--- config.mk ---
export PLATFORM = sky130hd
export DESIGN_NAME = bus_port_ctrl
export DESIGN_NICKNAME = d
export VERILOG_FILES = /design/src/rtl/bus_ctrl_pkg.sv /design/src/rtl/strobe_sync.sv /design/src/rtl/bus_port_ctrl.sv
export SDC_FILE = /design/constraint.sdc
export NUM_CORES = 1
export LEC_CHECK = 0
export BUFFER_PORTS_ARGS = -buffer_cell sky130_fd_sc_hd__buf_2
export CORE_MARGIN = 3
export CORE_UTILIZATION = 50
export DETAILED_ROUTE_END_ITERATION = 10
export PLACE_DENSITY_LB_ADDON = 0.1
export SETUP_SLACK_MARGIN = 0.5
export SLEW_MARGIN = 20
export SYNTH_ARGS = -nofsm -noshare
export SYNTH_HDL_FRONTEND = slang
export SYNTH_SLANG_ARGS = --single-unit
--- constraint.sdc ---
create_clock -name clk -period 1.85 [get_ports clk]
set_input_delay 0.4625 -clock clk [delete_from_list [all_inputs] [get_ports clk]]
set_output_delay 0.4625 -clock clk [all_outputs]
set_load 0.05 [all_outputs]
--- src/rtl/bus_ctrl_pkg.sv ---
// bus_ctrl_pkg: shared FSM state encoding and error-bit indices for the host bus port controller
package bus_ctrl_pkg;

    typedef enum logic [2:0] {
        IDLE,
        RD_ACT,
        WR_ACT,
        TURN,
        HOLD
    } state_t;

    localparam int ERR_CONFLICT = 0;
    localparam int ERR_DENIED   = 1;

endpackage

--- src/rtl/strobe_sync.sv ---
// strobe_sync: multi-stage synchroniser for an active-low host strobe, resetting to inactive (1)
module strobe_sync #(
    parameter int STAGES = 2
) (
    input  logic clk,
    input  logic rst_n,
    input  logic d_i,
    output logic q_o
);

    logic [STAGES-1:0] sync_q;

    // shift the asynchronous strobe through the flop chain
    always_ff @(posedge clk or negedge rst_n) begin
        if (!rst_n) sync_q <= '1;
        else        sync_q <= {sync_q[STAGES-2:0], d_i};
    end

    assign q_o = sync_q[STAGES-1];

endmodule

--- src/rtl/bus_port_ctrl.sv ---
// bus_port_ctrl: clocked host strobe bus front-end sequencing permitted reads/writes to internal port registers
module bus_port_ctrl
    import bus_ctrl_pkg::*;
#(
    parameter int                DATA_W      = 8,
    parameter int                NUM_PORTS   = 4,
    parameter int                SYNC_STAGES = 2,
    parameter logic [DATA_W-1:0] RESET_VAL   = '0,
    localparam int               ADDR_W      = $clog2(NUM_PORTS)
) (
    input  logic                          clk,
    input  logic                          rst_n,
    input  logic                          CS_n,
    input  logic                          RD_n,
    input  logic                          WR_n,
    input  logic [ADDR_W-1:0]             A,
    input  logic [DATA_W-1:0]             D_in,
    output logic [DATA_W-1:0]             D_out,
    output logic                          D_oe,
    input  logic [NUM_PORTS-1:0]          IWR,
    input  logic [NUM_PORTS-1:0]          IRD,
    input  logic [NUM_PORTS*DATA_W-1:0]   port_in,
    output logic [NUM_PORTS*DATA_W-1:0]   port_q,
    output logic [NUM_PORTS-1:0]          wr_pulse,
    output logic [NUM_PORTS-1:0]          rd_pulse,
    output logic [1:0]                    err,
    input  logic                          err_clr
);

    logic cs_sync, rd_sync, wr_sync, primed_n, rd_s, wr_s, a_ok, r_ok;
    logic d_oe, armed_q, armed_d;
    state_t state_q, state_d;
    logic [ADDR_W-1:0] addr_q, addr_d;
    logic [DATA_W-1:0] data_q, data_d, dout_q, dout_d;
    logic [DATA_W-1:0] pin [NUM_PORTS];
    logic [DATA_W-1:0] ports_q [NUM_PORTS];
    logic [DATA_W-1:0] ports_d [NUM_PORTS];
    logic [NUM_PORTS-1:0] wr_pulse_q, wr_pulse_d, rd_pulse_q, rd_pulse_d;
    logic [1:0] err_q, err_d;

    strobe_sync #(.STAGES(SYNC_STAGES)) u_cs (.clk(clk), .rst_n(rst_n), .d_i(CS_n), .q_o(cs_sync));
    strobe_sync #(.STAGES(SYNC_STAGES)) u_rd (.clk(clk), .rst_n(rst_n), .d_i(RD_n), .q_o(rd_sync));
    strobe_sync #(.STAGES(SYNC_STAGES)) u_wr (.clk(clk), .rst_n(rst_n), .d_i(WR_n), .q_o(wr_sync));
    // falls once the strobe chains hold real samples rather than their reset value
    strobe_sync #(.STAGES(SYNC_STAGES)) u_pr (.clk(clk), .rst_n(rst_n), .d_i(1'b0), .q_o(primed_n));

    for (genvar k = 0; k < NUM_PORTS; k++) begin : g_port
        assign pin[k] = port_in[k*DATA_W +: DATA_W];
        assign port_q[k*DATA_W +: DATA_W] = ports_q[k];
    end

    assign rd_s  = !cs_sync && !rd_sync;
    assign wr_s  = !cs_sync && !wr_sync;
    assign a_ok  = int'(A) < NUM_PORTS;
    assign r_ok  = int'(addr_q) < NUM_PORTS;
    // a strobe held low across reset must be released before any new access is accepted
    assign armed_d = armed_q || (!primed_n && !rd_s && !wr_s);

    // next-state, access bookkeeping, commit and error logic
    always_comb begin
        state_d    = state_q;
        addr_d     = addr_q;
        data_d     = data_q;
        dout_d     = dout_q;
        ports_d    = ports_q;
        wr_pulse_d = '0;
        rd_pulse_d = '0;
        err_d      = err_clr ? 2'b00 : err_q;
        d_oe       = 1'b0;
        case (state_q)
            IDLE: begin
                if (armed_q && rd_s && wr_s) begin
                    state_d             = HOLD;
                    err_d[ERR_CONFLICT] = 1'b1;
                end else if (armed_q && rd_s) begin
                    state_d = RD_ACT;
                    addr_d  = A;
                    dout_d  = a_ok ? pin[A] : '0;
                    if (!(a_ok && IRD[A])) err_d[ERR_DENIED] = 1'b1;
                end else if (armed_q && wr_s) begin
                    state_d = WR_ACT;
                    addr_d  = A;
                    data_d  = D_in;
                end
            end
            RD_ACT: begin
                d_oe = r_ok && IRD[addr_q] && !wr_s;
                if (wr_s) begin
                    state_d             = HOLD;
                    err_d[ERR_CONFLICT] = 1'b1;
                end else if (!rd_s) begin
                    state_d = TURN;
                    if (r_ok && IRD[addr_q]) rd_pulse_d[addr_q] = 1'b1;
                end
            end
            WR_ACT: begin
                addr_d = A;
                data_d = D_in;
                if (rd_s) begin
                    state_d             = HOLD;
                    err_d[ERR_CONFLICT] = 1'b1;
                end else if (!wr_s) begin
                    state_d = IDLE;
                    if (r_ok && IWR[addr_q]) begin
                        ports_d[addr_q]    = data_q;
                        wr_pulse_d[addr_q] = 1'b1;
                    end else begin
                        err_d[ERR_DENIED] = 1'b1;
                    end
                end
            end
            TURN:    state_d = IDLE;
            HOLD:    state_d = (!rd_s && !wr_s) ? IDLE : HOLD;
            default: state_d = IDLE;
        endcase
    end

    // state and datapath registers
    always_ff @(posedge clk or negedge rst_n) begin
        if (!rst_n) begin
            state_q    <= IDLE;
            armed_q    <= 1'b0;
            addr_q     <= '0;
            data_q     <= '0;
            dout_q     <= '0;
            ports_q    <= '{default: RESET_VAL};
            wr_pulse_q <= '0;
            rd_pulse_q <= '0;
            err_q      <= '0;
        end else begin
            state_q    <= state_d;
            armed_q    <= armed_d;
            addr_q     <= addr_d;
            data_q     <= data_d;
            dout_q     <= dout_d;
            ports_q    <= ports_d;
            wr_pulse_q <= wr_pulse_d;
            rd_pulse_q <= rd_pulse_d;
            err_q      <= err_d;
        end
    end

    assign D_out    = dout_q;
    assign D_oe     = d_oe;
    assign wr_pulse = wr_pulse_q;
    assign rd_pulse = rd_pulse_q;
    assign err      = err_q;

endmodule

==> impl_metrics.prom <==
# TYPE chip_impl_metric gauge
chip_impl_info{name="run_status",value="finished, violations left"} 1
chip_impl_info{name="violated_checks",value="negative setup slack"} 1
chip_impl_info{name="setup.worst_path.class",value="flop to output port"} 1
chip_impl_metric{name="ctsHoldBuffers",unit=""} 0
chip_impl_metric{name="port_buffers",unit=""} 106
chip_impl_metric{name="source_to_sink_clock_delay_at_the_later_pin_of_the_worst_skew_pair",unit="ns"} 0.35
chip_impl_metric{name="synthArstFlopShare",unit="%"} 100
chip_impl_metric{name="maxCapViolations",unit=""} 0
chip_impl_metric{name="post-route-min-period",unit="ns"} 2.03
chip_impl_metric{name="postSynthCellCount",unit=""} 199
chip_impl_metric{name="fillCellCount",unit=""} 256
chip_impl_metric{name="ys.warnings.count",unit=""} 0
chip_impl_metric{name="tritoncts_num_sinks",unit=""} 72
chip_impl_metric{name="worst-endpoint-required",unit="ns"} 1.39
chip_impl_metric{name="cp_max_fo",unit=""} 2
chip_impl_metric{name="total_area_of_multi_input_combinational_cells",unit="µm²"} 1470
chip_impl_info{name="ys_top_cells_by_area",value="sky130_fd_sc_hd__dfrtp_1, sky130_fd_sc_hd__mux2_2, sky130_fd_sc_hd__mux2_4"} 1
chip_impl_metric{name="core_area",unit="µm²"} 5990
chip_impl_metric{name="place.gp.congestion",unit=""} 0.850
chip_impl_metric{name="dpl.cell_count",unit=""} 382
chip_impl_info{name="timing.critical_path.to_type",value="output port"} 1
chip_impl_metric{name="synth_simple_gate_area_share",unit="%"} 6.51
chip_impl_metric{name="synth_compound_area_share",unit="%"} 3.38
chip_impl_metric{name="grt.overflow.total",unit=""} 0
chip_impl_metric{name="p_leak",unit="µW"} 0.00260
chip_impl_info{name="synth_flop_cell",value="sky130_fd_sc_hd__dfrtp_1"} 1
chip_impl_info{name="cts_root_buf",value="sky130_fd_sc_hd__clkbuf_8"} 1
chip_impl_metric{name="synth_cell_types",unit=""} 37
chip_impl_metric{name="antenna_found_initial",unit=""} 0
chip_impl_metric{name="timing.final.max_slew_violations",unit=""} 0
chip_impl_metric{name="fraction_of_the_core_area_covered_by_cells_at_the_end_of_the_flow",unit="%"} 87.3
chip_impl_metric{name="clock_skew",unit="ns"} 0.0168
chip_impl_metric{name="syn-num-nets",unit=""} 255
chip_impl_metric{name="yosys_register_bits",unit=""} 72
chip_impl_info{name="synth_most_common_cell",value="sky130_fd_sc_hd__dfrtp_1"} 1
chip_impl_metric{name="grt_pass1_vias",unit=""} 2469
chip_impl_metric{name="synth_edf_count",unit=""} 0
chip_impl_metric{name="diodes",unit=""} 0
chip_impl_metric{name="routed_wirelength",unit="µm"} 9160
chip_impl_metric{name="r2r_cells",unit=""} 6
chip_impl_info{name="critical-path-slowest-cell",value="sky130_fd_sc_hd__mux4_2"} 1
chip_impl_metric{name="num_vias",unit=""} 2468
chip_impl_metric{name="yosys.area_share.xor_xnor",unit="%"} 0.281
chip_impl_metric{name="power_density",unit="nW/µm²"} 1690
chip_impl_metric{name="initial_core_util",unit="%"} 51.9
chip_impl_metric{name="i_o_pin_count",unit=""} 107
chip_impl_info{name="critPathLaunchType",value="flop"} 1
chip_impl_metric{name="die_x",unit="µm"} 84.9
chip_impl_metric{name="worst_ir_drop_vdd",unit="mV"} 1.38
chip_impl_info{name="crit_path_cell_trace",value="mux4_2 > nand3_2 > nor2_4 > buf_6"} 1
chip_impl_metric{name="hold_viol_final",unit=""} 0
chip_impl_metric{name="syn_area",unit="µm²"} 3110
chip_impl_metric{name="area.sequential",unit="µm²"} 1810
chip_impl_metric{name="worst_path_largest_cell_delay",unit="ns"} 0.54
chip_impl_info{name="worstHoldPathType",value="input pin to async pin"} 1
chip_impl_metric{name="grt_start_max_net_pins",unit=""} 73
chip_impl_metric{name="cts_max_level",unit=""} 3
chip_impl_metric{name="drtPass1Iterations",unit=""} 4
chip_impl_metric{name="grt_first_pass_wirelength",unit="µm"} 12900
chip_impl_metric{name="routedWlPerCell",unit="µm"} 19.8
chip_impl_metric{name="cp.arrival",unit="ns"} 1.57
chip_impl_metric{name="post_synth_fa_ha_maj_area_fraction",unit="%"} 0
chip_impl_metric{name="portion_of_netlist_area_occupied_by_mux_cells",unit="%"} 28.2
chip_impl_info{name="worst_r2r_startpoint",value="u_wr.sync_q[1]"} 1
chip_impl_metric{name="layout-drive-gt1-share",unit="%"} 76.5
chip_impl_info{name="rr_endpoint",value="port_q[12]"} 1
chip_impl_metric{name="rrSetupSlack",unit="ns"} -0.04
chip_impl_metric{name="route.detailed.drc",unit=""} 0
chip_impl_info{name="rsz0062_at_grt",value="true"} 1
chip_impl_metric{name="post_drt_via_cell_ratio",unit=""} 5.34
chip_impl_metric{name="synth.yosys.seq_area_share",unit="%"} 58.2
chip_impl_metric{name="period_share",unit="%"} 110
chip_impl_metric{name="flow.area_growth_from_synthesis",unit="%"} 68.1
chip_impl_metric{name="syn-mean-instance-area",unit="µm²"} 15.6
chip_impl_metric{name="max_clock_freq",unit="MHz"} 492
chip_impl_info{name="synthDominantAreaCellType",value="sky130_fd_sc_hd__dfrtp_1"} 1
chip_impl_metric{name="max-clock-path-buffers",unit=""} 2
chip_impl_metric{name="cts-buffers-inserted",unit=""} 9
chip_impl_metric{name="dp_hpwl",unit="µm"} 4460
chip_impl_metric{name="rows",unit=""} 28
chip_impl_info{name="cp_top_family",value="multiplexers"} 1
chip_impl_metric{name="route.antenna.remaining_nets",unit=""} 0
chip_impl_metric{name="timing.final.setup_violations",unit=""} 9
chip_impl_info{name="netlist_top_cells_count",value="sky130_fd_sc_hd__dfrtp_1, sky130_fd_sc_hd__mux2_2, sky130_fd_sc_hd__mux2_4"} 1
chip_impl_metric{name="fp.dieArea",unit="µm²"} 7210
chip_impl_info{name="main_combinational_cell_family_by_area_after_synthesis",value="multiplexers"} 1
chip_impl_metric{name="detailedRoute.firstIterationViolations",unit=""} 125
chip_impl_metric{name="final_cell_count_no_fill",unit=""} 462
chip_impl_metric{name="dieHeight",unit="µm"} 84.9
chip_impl_metric{name="worst_setup_hold_path_clk_slew",unit="ns"} 0.08
chip_impl_metric{name="crit_buf_inv",unit=""} 1
chip_impl_metric{name="synth.top_cell.area_share",unit="%"} 51.5
chip_impl_metric{name="layout.nets",unit=""} 438
chip_impl_metric{name="setup_ws",unit="ns"} -0.182
chip_impl_metric{name="global_route.usage.total",unit="%"} 23.5
chip_impl_info{name="tritoncts",value="built"} 1
==> layer usage <==
metal	routed length, µm	global-route usage [%]
met5	0	0
met4	251	5.90
met3	453	6.21
met2	4950	39.9
met1	3500	30.1
==> sequential cells by signal, indices dropped and copies added, names as in the netlist <==
name	count
wr_pulse	4
rd_pulse	4
err	2
data_q	8
u_cs.sync_q	2
u_wr.sync_q	2
u_rd.sync_q	2
addr_q	2
state_q	3
D_out	8
armed_q	1
u_pr.sync_q	2
port_q	32
==> power breakdown <==
| part | switching [µW] | internal, µW | total (µW) |
|---|---|---|---|
| registers | 520 | 2110 | 2630 |
| logic | 2350 | 2280 | 4630 |
| clock network | 620 | 940 | 1560 |
==> worst max path at each step <==
stage	from	endpoint	slack (ns)	depth (start not counted)
3_5_place_dp	IRD[3]	D_oe	-0.08	5
6_report	addr_q[0]	D_oe	-0.18	4
2_1_floorplan	u_rd.sync_q[1]	port_q[24]	0.16	6
4_1_cts	addr_q[0]	D_oe	-0.19	4
5_1_grt	addr_q[0]	D_oe	-0.28	4
3_3_place_gp	IRD[3]	D_oe	-0.07	5
==> cells in the final DEF (no fill, tap or decap), types with 4 or more instances in the layout <==
cell	netlist	routed
sky130_fd_sc_hd__dfrtp_1	64	64
sky130_fd_sc_hd__clkbuf_8	0	10
sky130_fd_sc_hd__buf_2	6	55
sky130_fd_sc_hd__dfstp_2	8	8
sky130_fd_sc_hd__mux4_2	11	11
sky130_fd_sc_hd__buf_4	0	53
sky130_fd_sc_hd__a21oi_2	0	4
sky130_fd_sc_hd__mux2_4	18	50
sky130_fd_sc_hd__buf_6	4	65
sky130_fd_sc_hd__nor2_1	7	4
sky130_fd_sc_hd__buf_12	0	5
==> per-stage QoR <==
stage,instance area [µm²],hold WS [ns],TNS (ns),setup WS [ns],total power [µW]
final,5230,0.128,-0.367,-0.182,8830
after global routing,5230,0.149,-1.00,-0.278,9160
after CTS,4990,0.138,-0.235,-0.189,8370
after detailed placement,3870,0.347,-0.0763,-0.0763,5620
after global placement,3870,0.346,-0.0672,-0.0672,5570
after floorplan,3220,0.167,0,0.155,4880
==> layout make-up <==
class | instances | share of cell area, %
inverters | 5 | 0.407
multi-input cells | 112 | 28.2
clock inverters | 6 | 2.20
well taps | 75 | 1.79
repair buffers | 182 | 30.2
clock buffers | 10 | 2.63
flip-flops and latches | 72 | 34.6
==> cells by family after synthesis <==
family / count (synthesis)
other cells: 1
mux: 61
compound gates: 16
simple gates: 31
xor+xnor: 1
flops: 72
buf+inv: 17
==> timing repair <==
action	CTS	global route
gates cloned	4	0
setup endpoints to repair	106	113
setup buffers	36	24
pin swaps	20	4
gates resized for setup	156	12
No activity file was read; power rests on OpenSTA's default activity.
